--- src/rtl/pc_src_if.sv ---
// Handshake/bus between the main control FSM and the PC-source sequencer.
// The master side issues start/class/flags; the slave side drives mux select and strobes.
interface pc_src_if #(
    parameter int SEL_W = 3
);
    logic             start;
    logic [2:0]       instr_class;
    logic             branch_cond;
    logic             exc_opcode;
    logic             exc_ovf;
    logic             exc_div0;
    logic [SEL_W-1:0] pc_src_sel;
    logic             pc_write;
    logic             epc_write;
    logic             exc_mem_read;
    logic [1:0]       exc_code;
    logic             busy;
    logic             done;
    logic             exc_taken;

    modport master (
        output start, instr_class, branch_cond, exc_opcode, exc_ovf, exc_div0,
        input  pc_src_sel, pc_write, epc_write, exc_mem_read, exc_code, busy, done, exc_taken
    );

    modport slave (
        input  start, instr_class, branch_cond, exc_opcode, exc_ovf, exc_div0,
        output pc_src_sel, pc_write, epc_write, exc_mem_read, exc_code, busy, done, exc_taken
    );
endinterface

--- src/rtl/pc_src_sequencer.sv ---
// Multicycle PC-source controller: resolves normal PC updates and runs the
// exception sequence (save EPC, fetch vector byte, load PC).
module pc_src_sequencer #(
    parameter int MEM_LAT = 1,
    parameter int SEL_W   = 3
) (
    input  logic     clk,
    input  logic     reset,
    pc_src_if.slave  bus
);
    typedef enum logic [2:0] {
        IDLE, RESOLVE, EXC_EPC, EXC_READ, EXC_WAIT, EXC_LOAD, DONE
    } state_t;

    localparam logic [3:0] LAT = 4'(MEM_LAT);

    state_t     state_q, state_d;
    logic [2:0] cls_q, cls_d;
    logic       cond_q, cond_d;
    logic [1:0] code_q, code_d;
    logic [3:0] cnt_q, cnt_d;
    logic [1:0] code_in;

    logic [2:0] sel_d;
    logic       pcw_d, epc_d, mrd_d, busy_d, done_d, taken_d;
    logic [1:0] xcode_d;

    logic [SEL_W-1:0] sel_q;
    logic             pcw_q, epc_q, mrd_q, busy_q, done_q, taken_q;
    logic [1:0]       xcode_q;

    function automatic logic [2:0] resolve_sel(input logic [2:0] cls, input logic cond);
        case (cls)
            3'b001:  return cond ? 3'b001 : 3'b000;
            3'b010:  return 3'b010;
            3'b011:  return 3'b001;
            3'b100:  return 3'b011;
            3'b101:  return 3'b101;
            default: return 3'b000;
        endcase
    endfunction

    // Reserved classes are folded into the invalid-opcode exception.
    always_comb begin
        if (bus.exc_opcode || bus.instr_class[2:1] == 2'b11) code_in = 2'b01;
        else if (bus.exc_ovf)                                code_in = 2'b10;
        else if (bus.exc_div0)                               code_in = 2'b11;
        else                                                 code_in = 2'b00;
    end

    always_comb begin
        state_d = state_q;
        cls_d   = cls_q;
        cond_d  = cond_q;
        code_d  = code_q;
        cnt_d   = cnt_q;
        case (state_q)
            IDLE: if (bus.start) begin
                cls_d   = bus.instr_class;
                cond_d  = bus.branch_cond;
                code_d  = code_in;
                state_d = (code_in != 2'b00) ? EXC_EPC : RESOLVE;
            end
            RESOLVE:  state_d = DONE;
            EXC_EPC:  state_d = EXC_READ;
            EXC_READ: begin
                cnt_d   = LAT;
                state_d = (LAT == 4'd0) ? EXC_LOAD : EXC_WAIT;
            end
            EXC_WAIT: begin
                cnt_d = cnt_q - 4'd1;
                if (cnt_q <= 4'd1) state_d = EXC_LOAD;
            end
            EXC_LOAD: state_d = DONE;
            DONE:     state_d = IDLE;
            default:  state_d = IDLE;
        endcase
    end

    // Outputs are decoded from the next state so they register in step with it.
    always_comb begin
        sel_d   = 3'b000;
        pcw_d   = 1'b0;
        epc_d   = 1'b0;
        mrd_d   = 1'b0;
        xcode_d = 2'b00;
        busy_d  = (state_d != IDLE);
        done_d  = 1'b0;
        taken_d = 1'b0;
        case (state_d)
            RESOLVE: begin
                sel_d = resolve_sel(cls_d, cond_d);
                pcw_d = !(cls_d == 3'b001 && !cond_d);
            end
            EXC_EPC: begin
                epc_d   = 1'b1;
                xcode_d = code_d;
            end
            EXC_READ: begin
                mrd_d   = 1'b1;
                xcode_d = code_d;
            end
            EXC_WAIT: xcode_d = code_d;
            EXC_LOAD: begin
                sel_d = 3'b100;
                pcw_d = 1'b1;
            end
            DONE: begin
                done_d  = 1'b1;
                taken_d = (code_d != 2'b00);
            end
            default: ;
        endcase
    end

    always_ff @(posedge clk) begin
        if (!reset) begin
            state_q <= IDLE;
            cls_q   <= 3'b000;
            cond_q  <= 1'b0;
            code_q  <= 2'b00;
            cnt_q   <= 4'd0;
            sel_q   <= '0;
            pcw_q   <= 1'b0;
            epc_q   <= 1'b0;
            mrd_q   <= 1'b0;
            xcode_q <= 2'b00;
            busy_q  <= 1'b0;
            done_q  <= 1'b0;
            taken_q <= 1'b0;
        end else begin
            state_q <= state_d;
            cls_q   <= cls_d;
            cond_q  <= cond_d;
            code_q  <= code_d;
            cnt_q   <= cnt_d;
            sel_q   <= SEL_W'(sel_d);
            pcw_q   <= pcw_d;
            epc_q   <= epc_d;
            mrd_q   <= mrd_d;
            xcode_q <= xcode_d;
            busy_q  <= busy_d;
            done_q  <= done_d;
            taken_q <= taken_d;
        end
    end

    assign bus.pc_src_sel   = sel_q;
    assign bus.pc_write     = pcw_q;
    assign bus.epc_write    = epc_q;
    assign bus.exc_mem_read = mrd_q;
    assign bus.exc_code     = xcode_q;
    assign bus.busy         = busy_q;
    assign bus.done         = done_q;
    assign bus.exc_taken    = taken_q;
endmodule

--- src/flat_wrapper.sv ---
// flat-port wrapper written by rule: the top's interface ports become plain ports
module pc_src_sequencer_flat 
#(
    parameter int MEM_LAT = 1,
    parameter int SEL_W   = 3
)
  (clk, reset, bus_start, bus_instr_class, bus_branch_cond, bus_exc_opcode, bus_exc_ovf, bus_exc_div0, bus_pc_src_sel, bus_pc_write, bus_epc_write, bus_exc_mem_read, bus_exc_code, bus_busy, bus_done, bus_exc_taken);
  pc_src_if #(.SEL_W(SEL_W)) bus_i ();
  input  logic clk;
  input  logic reset;
  input wire logic [$bits(bus_i.start)-1:0] bus_start;
  input wire logic [$bits(bus_i.instr_class)-1:0] bus_instr_class;
  input wire logic [$bits(bus_i.branch_cond)-1:0] bus_branch_cond;
  input wire logic [$bits(bus_i.exc_opcode)-1:0] bus_exc_opcode;
  input wire logic [$bits(bus_i.exc_ovf)-1:0] bus_exc_ovf;
  input wire logic [$bits(bus_i.exc_div0)-1:0] bus_exc_div0;
  output wire logic [$bits(bus_i.pc_src_sel)-1:0] bus_pc_src_sel;
  output wire logic [$bits(bus_i.pc_write)-1:0] bus_pc_write;
  output wire logic [$bits(bus_i.epc_write)-1:0] bus_epc_write;
  output wire logic [$bits(bus_i.exc_mem_read)-1:0] bus_exc_mem_read;
  output wire logic [$bits(bus_i.exc_code)-1:0] bus_exc_code;
  output wire logic [$bits(bus_i.busy)-1:0] bus_busy;
  output wire logic [$bits(bus_i.done)-1:0] bus_done;
  output wire logic [$bits(bus_i.exc_taken)-1:0] bus_exc_taken;
  assign bus_i.start = bus_start;
  assign bus_i.instr_class = bus_instr_class;
  assign bus_i.branch_cond = bus_branch_cond;
  assign bus_i.exc_opcode = bus_exc_opcode;
  assign bus_i.exc_ovf = bus_exc_ovf;
  assign bus_i.exc_div0 = bus_exc_div0;
  assign bus_pc_src_sel = bus_i.pc_src_sel;
  assign bus_pc_write = bus_i.pc_write;
  assign bus_epc_write = bus_i.epc_write;
  assign bus_exc_mem_read = bus_i.exc_mem_read;
  assign bus_exc_code = bus_i.exc_code;
  assign bus_busy = bus_i.busy;
  assign bus_done = bus_i.done;
  assign bus_exc_taken = bus_i.exc_taken;
  pc_src_sequencer #(.MEM_LAT(MEM_LAT), .SEL_W(SEL_W)) u_core (.clk(clk), .reset(reset), .bus(bus_i));
endmodule
--- config.mk ---
export PLATFORM = sky130hd
export DESIGN_NAME = pc_src_sequencer_flat
export DESIGN_NICKNAME = d
export VERILOG_FILES = /design/src/rtl/pc_src_if.sv /design/src/rtl/pc_src_sequencer.sv /design/src/flat_wrapper.sv
export SDC_FILE = /design/constraint.sdc
export NUM_CORES = 1
export LEC_CHECK = 0
export CELL_PAD_IN_SITES_DETAIL_PLACEMENT = 1
export CELL_PAD_IN_SITES_GLOBAL_PLACEMENT = 1
export CORE_ASPECT_RATIO = 2
export CORE_UTILIZATION = 35
export CTS_BUF_LIST = sky130_fd_sc_hd__clkbuf_16
export DETAILED_ROUTE_END_ITERATION = 7
export PLACE_DENSITY_LB_ADDON = 0.1
export SYNTH_ARGS = -nofsm -noshare
export SYNTH_HDL_FRONTEND = slang
export SYNTH_SLANG_ARGS = --single-unit
--- constraint.sdc ---
create_clock -name clk -period 2.41 [get_ports clk]
set_clock_uncertainty 0.1 [all_clocks]
set_input_delay 0.3615 -clock clk [delete_from_list [all_inputs] [get_ports clk]]
set_output_delay 0.3615 -clock clk [all_outputs]
set_load 0.02 [all_outputs]
==> results of run 1 <==
[worst min-delay path: stages, from the launching register on]
cell and delay, ns:
dfxtp_1 0.31, nand2_1 0.06, a21oi_1 0.06
[power breakdown]
part	total (mW)	switching [mW]	leakage (nW)	internal, mW
combinational	0.376	0.207	0.305	0.169
clock	0.362	0.140	0.0385	0.222
sequential	0.511	0.0588	0.196	0.452
[metrics by stage]
stage | worst slack (ns) | power, mW | utilization
finish | 0.4943 | 1.249 | 0.4755
global route | 0.3322 | 1.321 | 0.4755
CTS | 0.4629 | 1.267 | 0.4755
detailed placement | 0.1996 | 0.9012 | 0.4493
global placement | 0.2099 | 0.8870 | 0.4493
floorplan | 0.7331 | 0.7761 | -
[metal layers]
metal  up-vias  GRT usage  share of wire  routed length (um)
met2        10     0.3891           0.61                1779
met5         -          0              0                   0
met4         0     0.1063          0.024                  71
li1        488          -              -                   -
met1       472     0.1700           0.35                1005
met3         4    0.02391          0.019                  56
[synthesized netlist by cell type]
library cell	count
a2111o_1	1
a211oi_1	1
a211oi_2	1
a21boi_0	2
a21oi_1	13
a22oi_1	1
a31o_2	1
a41o_1	1
and2_1	1
buf_2	1
buf_6	3
clkbuf_1	1
dfxtp_1	24
ha_1	2
inv_1	8
mux2_2	1
mux2i_1	1
nand2_1	10
nand2b_1	3
nand4_1	2
nor2_1	10
nor2b_1	1
nor3_1	8
nor3_2	1
nor3b_1	3
nor4_1	1
nor4b_1	2
nor4b_2	1
nor4b_4	1
o211ai_1	2
o21a_1	1
o21ai_0	3
o21ai_1	1
o21bai_1	2
o2bb2ai_1	1
o31a_1	1
o31ai_1	1
or2_2	1
or2b_1	1
or4b_1	1
or4b_4	1
xnor2_1	1
xor2_1	1
[sequential cells by signal (all words and copies together), names as in the netlist]
name and flops:
u_core.bus.pc_src_sel 3, u_core.cls_q 3, u_core.state_q 3, u_core.cnt_q 4
u_core.bus.exc_mem_read 1, u_core.code_q 2, u_core.bus.epc_write 1, u_core.bus.busy 1
u_core.bus.exc_taken 1, u_core.cond_q 1, u_core.bus.exc_code 2, u_core.bus.done 1
u_core.bus.pc_write 1
[kinds of logic after synthesis]
group | Yosys count | synth area share
fa+ha+maj | 2 | 0.02217
mux | 2 | 0.01885
buf+inv | 13 | 0.06429
xor+xnor | 2 | 0.01552
compound gates | 33 | 0.1951
simple gates | 48 | 0.2583
flops | 24 | 0.4257
[worst min-delay path by stage]
| stage | from | end |
|---|---|---|
| 3_5_place_dp | u_core.cond_q | u_core.cond_q |
| 2_1_floorplan | u_core.cond_q | u_core.cond_q |
| 4_1_cts | u_core.cond_q | u_core.cond_q |
| 5_1_grt | u_core.cond_q | u_core.cond_q |
| 6_report | u_core.cond_q | u_core.cond_q |
| 3_3_place_gp | u_core.cond_q | u_core.cond_q |
[area by class of cell]
| type | instances | area share |
|---|---|---|
| clock buffers | 3 | 0.05240 |
| well taps | 30 | 0.02620 |
| flip-flops and latches | 24 | 0.3354 |
| clock inverters | 1 | 0.002620 |
| repair buffers | 24 | 0.1607 |
| inverters | 8 | 0.02096 |
| multi-input cells | 87 | 0.4017 |
==> metrics.cfg, run 1 <==
[outcome]
status = complete, no violations

[sta]
whs_ns = 0.3733
finalMaxSlewViolations = 0
finalCritPeriodShare = 0.7949
worst_pin_slew_ns = 0.5017
fin_tns_setup_ns = 0
rsz0062_at_grt = no
hold_viol = 0
relSlewSlack = 0.6627
fmax_mhz = 522.0
setup_viol = 0
finalCriticalPeriod_ns = 1.916

[route]
ant_nets = 0
viasPerCell = 5.503
drc = 0
avgRoutedWirePerCell_um = 16.45
drt_iter0_drc = 9
wl_um = 2912
vias = 974
dr.pass1.iters = 3

[floorplan]
dieWidth_um = 42.15
core_area_sq_um = 3013
start_util = 0.3746
dieArea_sq_um = 3469
die-height_um = 82.31
rows = 28
ios = 21

[setup_path]
r2r_slack_ns = 0.50
crit_type = input port to flop
crit_start = bus_start
r2r_cells = 4
slowest_stage = or4b_4
crit_path_frequent_cell = a21boi_0
rr_endpoint = u_core.cnt_q[3]
path_max_fanout = 9
crit_family = simple AND/OR/NAND/NOR gates
r2r-start = u_core.state_q[2]
worst_setup_path_start_kind = input port
critPathMaxStageDelay_ns = 0.56
crit_arrival_ns = 1.94
crit_buf_inv = 1
cp.required_ns = 2.43
cp_cell_sequence = clkdlybuf4s50_1 > or4b_4 > a21boi_0 > a21boi_0
cp.depth = 4
worstSetupEndpoint = u_core.bus.exc_taken
end_kind = flop

[final_layout]
final_nets = 160
syn_to_final_growth_pct = 26.94
finalNonFillerCells = 177
antenna_cells = 0
layout_commonest_cell = dfxtp_1
layout-drive-gt1-share = 0.1020
layout_common_cells = dfxtp_1 (24), clkdlybuf4s50_1 (20), a21oi_1 (13)
multi_input_area_sq_um = 575.6
final_area_sq_um = 1433
ff_latch_area_sq_um = 480.5
fillers = 361

[global_routing]
grt_use_total = 0.1890
gr-total-overflow = 0
grt_max_degree = 14
grt_pass1_wl_um = 4788
antenna_found_initial = 0
grt_pass1_vias = 1046

[cts]
clk_path_buf_depth = 2
cts_buffers = 3
holdBufCountCts = 0
root_buffer = clkbuf_16
cts_sinks = 24
clk_latency_ns = 0.26
cts_setup_buffers = 0
clkTransAtPathRegs_ns = 0.06
cts_htree_levels = 1
cts_tree = done
cts_resized = 0

[synth]
synth.avg_cell_area_sq_um = 9.101
syn_nets = 136
ys.warnings.count = 0
ys_seq_area_frac = 0.4257
synth.largest_area_cell = dfxtp_1
synth_area_leaders = dfxtp_1 (43%), a21oi_1 (5.8%), nor3_1 (3.5%)
syn_inst = 124
synth.distinct_cells = 43
ys_ff_latch = 24
syn_area_sq_um = 1129
synth_top_area_frac = 0.4257

[power]
irDropWorstVdd_v = 0.0006171
powerDensity_nw_per_um2 = 871.8
p_leak_nw = 0.5399

[job]
drv_cap = 0

[place]
dp_hpwl_um = 2328
gp_congestion = 0.7396
placed_cells = 173
port-buffer-count = 20
placed_cell_area_sq_um = 1354

[hold_path]
min_path_cells = 2
worst_hold_path_type = flop to flop

Note: power is estimated with default switching activity, not from simulation.
==> run 2, diff against run 1 <==
==> constraint.sdc (replaced) <==
create_clock -name clk -period 1.95 [get_ports clk]
set_clock_uncertainty 0.1 [all_clocks]
set_input_delay 0.2925 -clock clk [delete_from_list [all_inputs] [get_ports clk]]
set_output_delay 0.2925 -clock clk [all_outputs]
set_load 0.02 [all_outputs]
==> run 2 against run 1 <==
Against the previous run: clock power grew 22%; setup slack worse by 0.42 ns; clock-buffer cell count is the same; combinational power is 49% higher; power grew 30%; sequential power grew 23%; global-route usage rose by 2.9 points; sequential share of layout area is 2.4 points lower; final cell count is 7.3% higher; cell area increased by 7.8%; critical endpoint is now u_core.bus.pc_src_sel[0].
==> metrics.cfg, run 2 (synthesis results as in run 1) <==
[hold_path]
worstHoldStart = u_core.cond_q
hold_end = u_core.cond_q
worst_hold_path_type = flop to flop
min_path_cells = 2  ; unchanged

[cts]
clk_latency_ns = 0.26  ; about the same
cts_setup_buffers = 0  ; unchanged
cts_tree = done
cts_sinks = 24  ; unchanged
cts_buffers = 3  ; unchanged
holdBufCountCts = 0  ; unchanged
clkTransAtPathRegs_ns = 0.06  ; about the same
cts_htree_levels = 1  ; unchanged
root_buffer = clkbuf_16
clk_path_buf_depth = 2  ; unchanged

[sta]
rsz0062_at_grt = no
finalMaxSlewViolations = 0  ; unchanged
setup_viol = 0  ; unchanged
relSlewSlack = 0.6220  ; -0.04065
finalCritPeriodShare = 0.9598
worst_pin_slew_ns = 0.5622  ; +0.06046 ns
whs_ns = 0.3817  ; +0.008445 ns
hold_viol = 0  ; unchanged
finalCriticalPeriod_ns = 1.872
fmax_mhz = 534.3

[route]
drt_iter0_drc = 10  ; +1
wl_um = 3453  ; +19%
viasPerCell = 5.532  ; +0.52%
dr.pass1.iters = 4  ; +1
vias = 1051  ; +7.9%
drc = 0  ; unchanged
avgRoutedWirePerCell_um = 18.17  ; +10%
ant_nets = 0  ; unchanged

[setup_path]
crit_family = simple AND/OR/NAND/NOR gates
r2r_slack_ns = 0.11  ; -0.39 ns
cp.required_ns = 2.02  ; -0.41 ns
crit_type = input port to flop
crit_buf_inv = 1  ; unchanged
slowest_stage = or4b_4
r2r-start = u_core.state_q[2]
cp_cell_sequence = clkdlybuf4s50_1 > or4b_4 > nor4b_2 > nor4_1 > nor3_1
r2r_cells = 4  ; unchanged
critPathMaxStageDelay_ns = 0.55  ; about the same
rr_endpoint = u_core.cnt_q[3]
end_kind = flop
path_max_fanout = 7  ; -2
crit_start = bus_start
crit_arrival_ns = 1.94  ; about the same
worst_setup_path_start_kind = input port

[floorplan]
ios = 21  ; unchanged
dieArea_sq_um = 3469  ; unchanged
dieWidth_um = 42.15  ; unchanged
core_area_sq_um = 3013  ; unchanged
start_util = 0.3746  ; unchanged
die-height_um = 82.31  ; unchanged
rows = 28  ; unchanged

[global_routing]
grt_max_degree = 13  ; -1
grt_pass1_wl_um = 5616  ; +17%
gr-total-overflow = 0  ; unchanged
grt_pass1_vias = 1189  ; +14%
antenna_found_initial = 0  ; unchanged
grt_use_total = 0.2183  ; +0.02923

[final_layout]
layout_common_cells = dfxtp_1 (24), clkdlybuf4s50_1 (20), buf_4 (18)
antenna_cells = 0  ; unchanged
layout-drive-gt1-share = 0.1938  ; +0.09171
layout_commonest_cell = dfxtp_1
largest_register_ffs = 4  ; unchanged
largest_register = u_core.cnt_q
syn_to_final_growth_pct = 36.81
final_nets = 174  ; +8.8%
final_area_sq_um = 1544  ; +7.8%

[place]
port-buffer-count = 20  ; unchanged
gp_congestion = 0.8454  ; +14%
placed_cell_area_sq_um = 1459  ; +7.8%
dp_hpwl_um = 2674  ; +15%

[outcome]
status = complete, no violations

[power]
p_leak_nw = 0.6093  ; +13%
p_sw_frac = 0.3276  ; +0.002181
p_int_mw = 1.093  ; +30%
irDropWorstVdd_v = 0.0005198  ; -16%
power_mw = 1.626  ; +30%
p_comb_frac = 0.344  ; +0.043
powerDensity_nw_per_um2 = 1053  ; +21%
p_sw_uw = 532.7  ; +31%
pwr-share-clk = 0.270  ; -0.020
pwr-share-seq = 0.385  ; -0.024

[job]
drv_cap = 0  ; unchanged

-- run 2: changes by cell type in the layout (fill, tap and decap cells not counted), sizes merged --
cell and delta:
buf +14, clkinv -1
-- run 2: metal layers --
metal | track usage | vias up | wire (um)
met3 | 0.01957 | 4 | 47
met5 | 0 | - | 0
met2 | 0.4953 | 16 | 2278
met1 | 0.1779 | 517 | 1085
met4 | 0.08438 | 0 | 42
li1 | - | 514 | -
-- run 2: final cells by class --
class | count | area (sq um)
Fill cell | 366 | 1469
Multi-Input combinational cell | 87 | 585.6
Sequential cell | 24 | 480.5
Timing Repair Buffer | 38 | 335.3
Clock buffer | 3 | 75.07
Tap cell | 30 | 37.54
Inverter | 8 | 30.03
-- run 2: how the worst max path moves through the flow --
stage,endpoint,slack (ns),cells past startpoint
after floorplan,u_core.bus.exc_taken,0.27,5
after global placement,u_core.bus.pc_src_sel[1],-0.19,5
after detailed placement,u_core.bus.pc_src_sel[0],-0.29,5
after CTS,u_core.bus.pc_src_sel[1],0.03,5
after global routing,u_core.bus.exc_mem_read,0.02,5
final,u_core.bus.pc_src_sel[0],0.08,5
-- run 2: power by group through the flow --
stage	Clock (mW)	Sequential (mW)	Combinational, mW
after floorplan	0	0.631	0.329
after global placement	0	0.631	0.533
after detailed placement	0	0.635	0.551
after CTS	0.445	0.625	0.563
after global routing	0.459	0.636	0.616
final	0.440	0.626	0.560
-- run 2: worst register-to-register path, delay by kind of cell, from the launching register on --
kind	cells	cell delay [ns]
and+or+nand+nor	3	0.81
DFF	1	0.51
muxes	1	0.36
-- run 2: what timing repair did --
action                                  in CTS  in global routing
pin swaps                                    0                  0
endpoints found under the setup margin       4                  1
resized for setup                            1                  1
hold endpoints to repair                     0                  0
cloned                                       0                  0
-- run 2: per-stage QoR --
| stage | utilization | std cells | setup slack [ns] | setup TNS, ns |
|---|---|---|---|---|
| 5_1_grt | 0.5125 | 190 | 0.01713 | 0 |
| 2_1_floorplan | - | 124 | 0.2731 | 0 |
| 3_3_place_gp | 0.4842 | 187 | -0.1899 | -1.175 |
| 3_5_place_dp | 0.4842 | 187 | -0.2928 | -1.668 |
| 4_1_cts | 0.5112 | 190 | 0.02936 | 0 |
| 6_report | 0.5125 | 190 | 0.07835 | 0 |
==> run 3, diff against run 2 <==
--- a/config.mk
+++ b/config.mk
@@ -5,6 +5,7 @@
 export SDC_FILE = /design/constraint.sdc
 export NUM_CORES = 1
 export LEC_CHECK = 0
+export ABC_AREA = 1
 export CELL_PAD_IN_SITES_DETAIL_PLACEMENT = 1
 export CELL_PAD_IN_SITES_GLOBAL_PLACEMENT = 1
 export CORE_ASPECT_RATIO = 2
==> run 3 against run 2 <==
Against the previous run: largest power group is now combinational logic; critical endpoint is now u_core.bus.busy; synthesized area fell by 7.8%; first-iteration DRC count rose by 30%; via count fell by 8.3%; clock power fell by 0.9%; clock-buffer cell count did not move.
==> metrics.cfg, run 3 <==
[synth]
ys_seq_area_frac = 0.4615  ; +0.03582
ys.warnings.count = 0  ; unchanged
syn_inst = 142  ; +15%
synth_edf_count = 0  ; unchanged
synth_top_area_frac = 0.4615  ; +0.03582
async_reset_ff_frac = 0  ; unchanged
synth_commonest_cells = nand2_1 (35), dfxtp_1 (24), nor2_1 (23)
syn_area_sq_um = 1041  ; -7.8%
synth_area_leaders = dfxtp_1 (46%), nand2_1 (13%), nor2_1 (8.3%)
ys.flop_type = dfxtp_1
synth.most_common_cell = nand2_1
synth.distinct_cells = 26  ; -40%
synth.avg_cell_area_sq_um = 7.331  ; -19%
syn_nets = 154  ; +13%
ys_ff_latch = 24  ; unchanged
synth.largest_area_cell = dfxtp_1

[cts]
cts_buffers = 3  ; unchanged
root_buffer = clkbuf_16
holdBufCountCts = 0  ; unchanged
clk_latency_ns = 0.25  ; about the same
cts_sinks = 24  ; unchanged
clk_path_buf_depth = 2  ; unchanged
cts_htree_levels = 1  ; unchanged
cts_resized = 0  ; -1
clkTransAtPathRegs_ns = 0.06  ; about the same
cts_setup_buffers = 0  ; unchanged
cts_tree = done

[setup_path]
cp.required_ns = 1.99  ; -0.03 ns
rr_endpoint = u_core.bus.busy
crit_start = bus_start
end_kind = flop
r2r_cells = 7  ; +3
worstSetupEndpoint = u_core.bus.busy
critPathMaxStageDelay_ns = 0.52  ; -0.03 ns
r2r_slack_ns = 0.38  ; +0.27 ns
worst_setup_path_start_kind = input port
slowest_stage = clkdlybuf4s50_1
cp_cell_sequence = clkdlybuf4s50_1 > buf_4 > nand4_1 > nand2_1 > nand3_1 > nand2_1 > nand2_1 > or2_1
crit_type = input port to flop
crit_path_frequent_cell = nand2_1
crit_arrival_ns = 1.69  ; -0.25 ns
r2r-start = u_core.cnt_q[0]
path_max_fanout = 3  ; -4

[sta]
whs_ns = 0.3846  ; +0.002841 ns
finalMaxSlewViolations = 0  ; unchanged
fmax_mhz = 607.8  ; +14%
rsz0062_at_grt = no
relSlewSlack = 0.7593  ; +0.1373
finalCriticalPeriod_ns = 1.645  ; -0.2264 ns
finalCritPeriodShare = 0.8437  ; -0.1161
setup_viol = 0  ; unchanged
hold_viol = 0  ; unchanged
worst_pin_slew_ns = 0.3606  ; -0.2016 ns
fin_tns_setup_ns = 0  ; unchanged

[place]
gp_congestion = 0.8999  ; +6.4%
placed_cells = 197  ; +5.3%
dp_hpwl_um = 2273  ; -15%
placed_cell_area_sq_um = 1339  ; -8.2%
port-buffer-count = 20  ; unchanged

[power]
p_leak_nw = 0.6512  ; +6.9%
powerDensity_nw_per_um2 = 1656  ; +57%
irDropWorstVdd_v = 0.0006757  ; +30%

[global_routing]
grt_use_total = 0.1949  ; -0.02333
antenna_found_initial = 0  ; unchanged
gr-total-overflow = 0  ; unchanged
grt_pass1_vias = 992  ; -17%
grt_pass1_wl_um = 4243  ; -24%
grt_max_degree = 14  ; +1

[final_layout]
final_area_sq_um = 1418  ; -8.2%
finalNonFillerCells = 201  ; +5.8%
layout_commonest_cell = nand2_1
finish.utilization = 0.5056  ; -0.006880
antenna_cells = 0  ; unchanged
layout-drive-gt1-share = 0.1395  ; -0.05422
layout_common_cells = nand2_1 (35), dfxtp_1 (24), nor2_1 (23)
largest_register = u_core.cnt_q
largest_register_ffs = 4  ; unchanged
final_nets = 185  ; +6.3%
syn_to_final_growth_pct = 36.18

[floorplan]
dieWidth_um = 40.57  ; -3.8%
ios = 21  ; unchanged
dieArea_sq_um = 3210  ; -7.5%
start_util = 0.3713  ; -0.003322
die-height_um = 79.13  ; -3.9%
core_area_sq_um = 2804  ; -6.9%
rows = 27  ; -3.6%

[outcome]
status = complete, no violations

[hold_path]
worst_hold_path_type = flop to flop
worstHoldStart = u_core.cnt_q[1]

[route]
dr.pass1.iters = 4  ; unchanged
drt_iter0_drc = 13  ; +3
wl_um = 2635  ; -24%
vias = 964  ; -8.3%
drc = 0  ; unchanged
avgRoutedWirePerCell_um = 13.11  ; -28%
viasPerCell = 4.796  ; -13%
ant_nets = 0  ; unchanged

[job]
drv_cap = 0  ; unchanged

run 3: how the worst min path moves through the flow:
| stage | cells past startpoint | endpoint | slack, ns |
|---|---|---|---|
| after CTS | 2 | u_core.cnt_q[1] | 0.38 |
| after detailed placement | 2 | u_core.cnt_q[1] | 0.37 |
| after floorplan | 2 | u_core.state_q[1] | 0.31 |
| after global placement | 2 | u_core.cnt_q[1] | 0.35 |
| after global routing | 2 | u_core.cnt_q[1] | 0.41 |
| final | 2 | u_core.cnt_q[1] | 0.38 |
run 3: routing by layer:
layer	part of all wire	track usage	up-vias
met5	0	0	-
met4	0.019	0.09000	0
met3	0.017	0.02514	4
met2	0.60	0.3667	11
met1	0.36	0.1820	450
li1	-	-	499
run 3: cell families (layout without fill, tap and decap cells):
| family | after synthesis | in the layout | synth area share |
|---|---|---|---|
| compound gates | 19 | 19 | 0.1106 |
| flops | 24 | 24 | 0.4615 |
| fa+ha+maj | 2 | 2 | 0.02403 |
| buf+inv | 23 | 53 | 0.08293 |
| xor+xnor | 1 | 1 | 0.008415 |
| simple gates | 73 | 73 | 0.3125 |
run 3: worst max-delay path: cells and delay by family:
| family | cells | cell delay, ns |
|---|---|---|
| buffers and inverters | 2 | 0.66 |
| and+or+nand+nor | 6 | 0.73 |
run 3: area by class of cell:
cell class                      count  area, sq um
Fill cell                         355         1386
Inverter                           22        82.58
Timing Repair Buffer               27        265.3
Sequential cell                    24        480.5
Tap cell                           29        36.28
Multi-Input combinational cell     95        474.2
Clock buffer                        3        75.07
Clock inverter                      1        3.754
run 3: stage by stage:
step                      setup WS, ns  power [mW]
after CTS                       0.2816       2.386
final                           0.3048       2.347
after global placement         0.01315       1.901
after global routing            0.2193       2.542
after detailed placement       0.01172       1.944
after floorplan                 0.5450       1.459
run 3: power by group:
group          switching (mW)  total [mW]  internal [mW]
clock                   0.162       0.436          0.274
sequential             0.0899       0.730          0.641
combinational           0.693        1.18          0.488
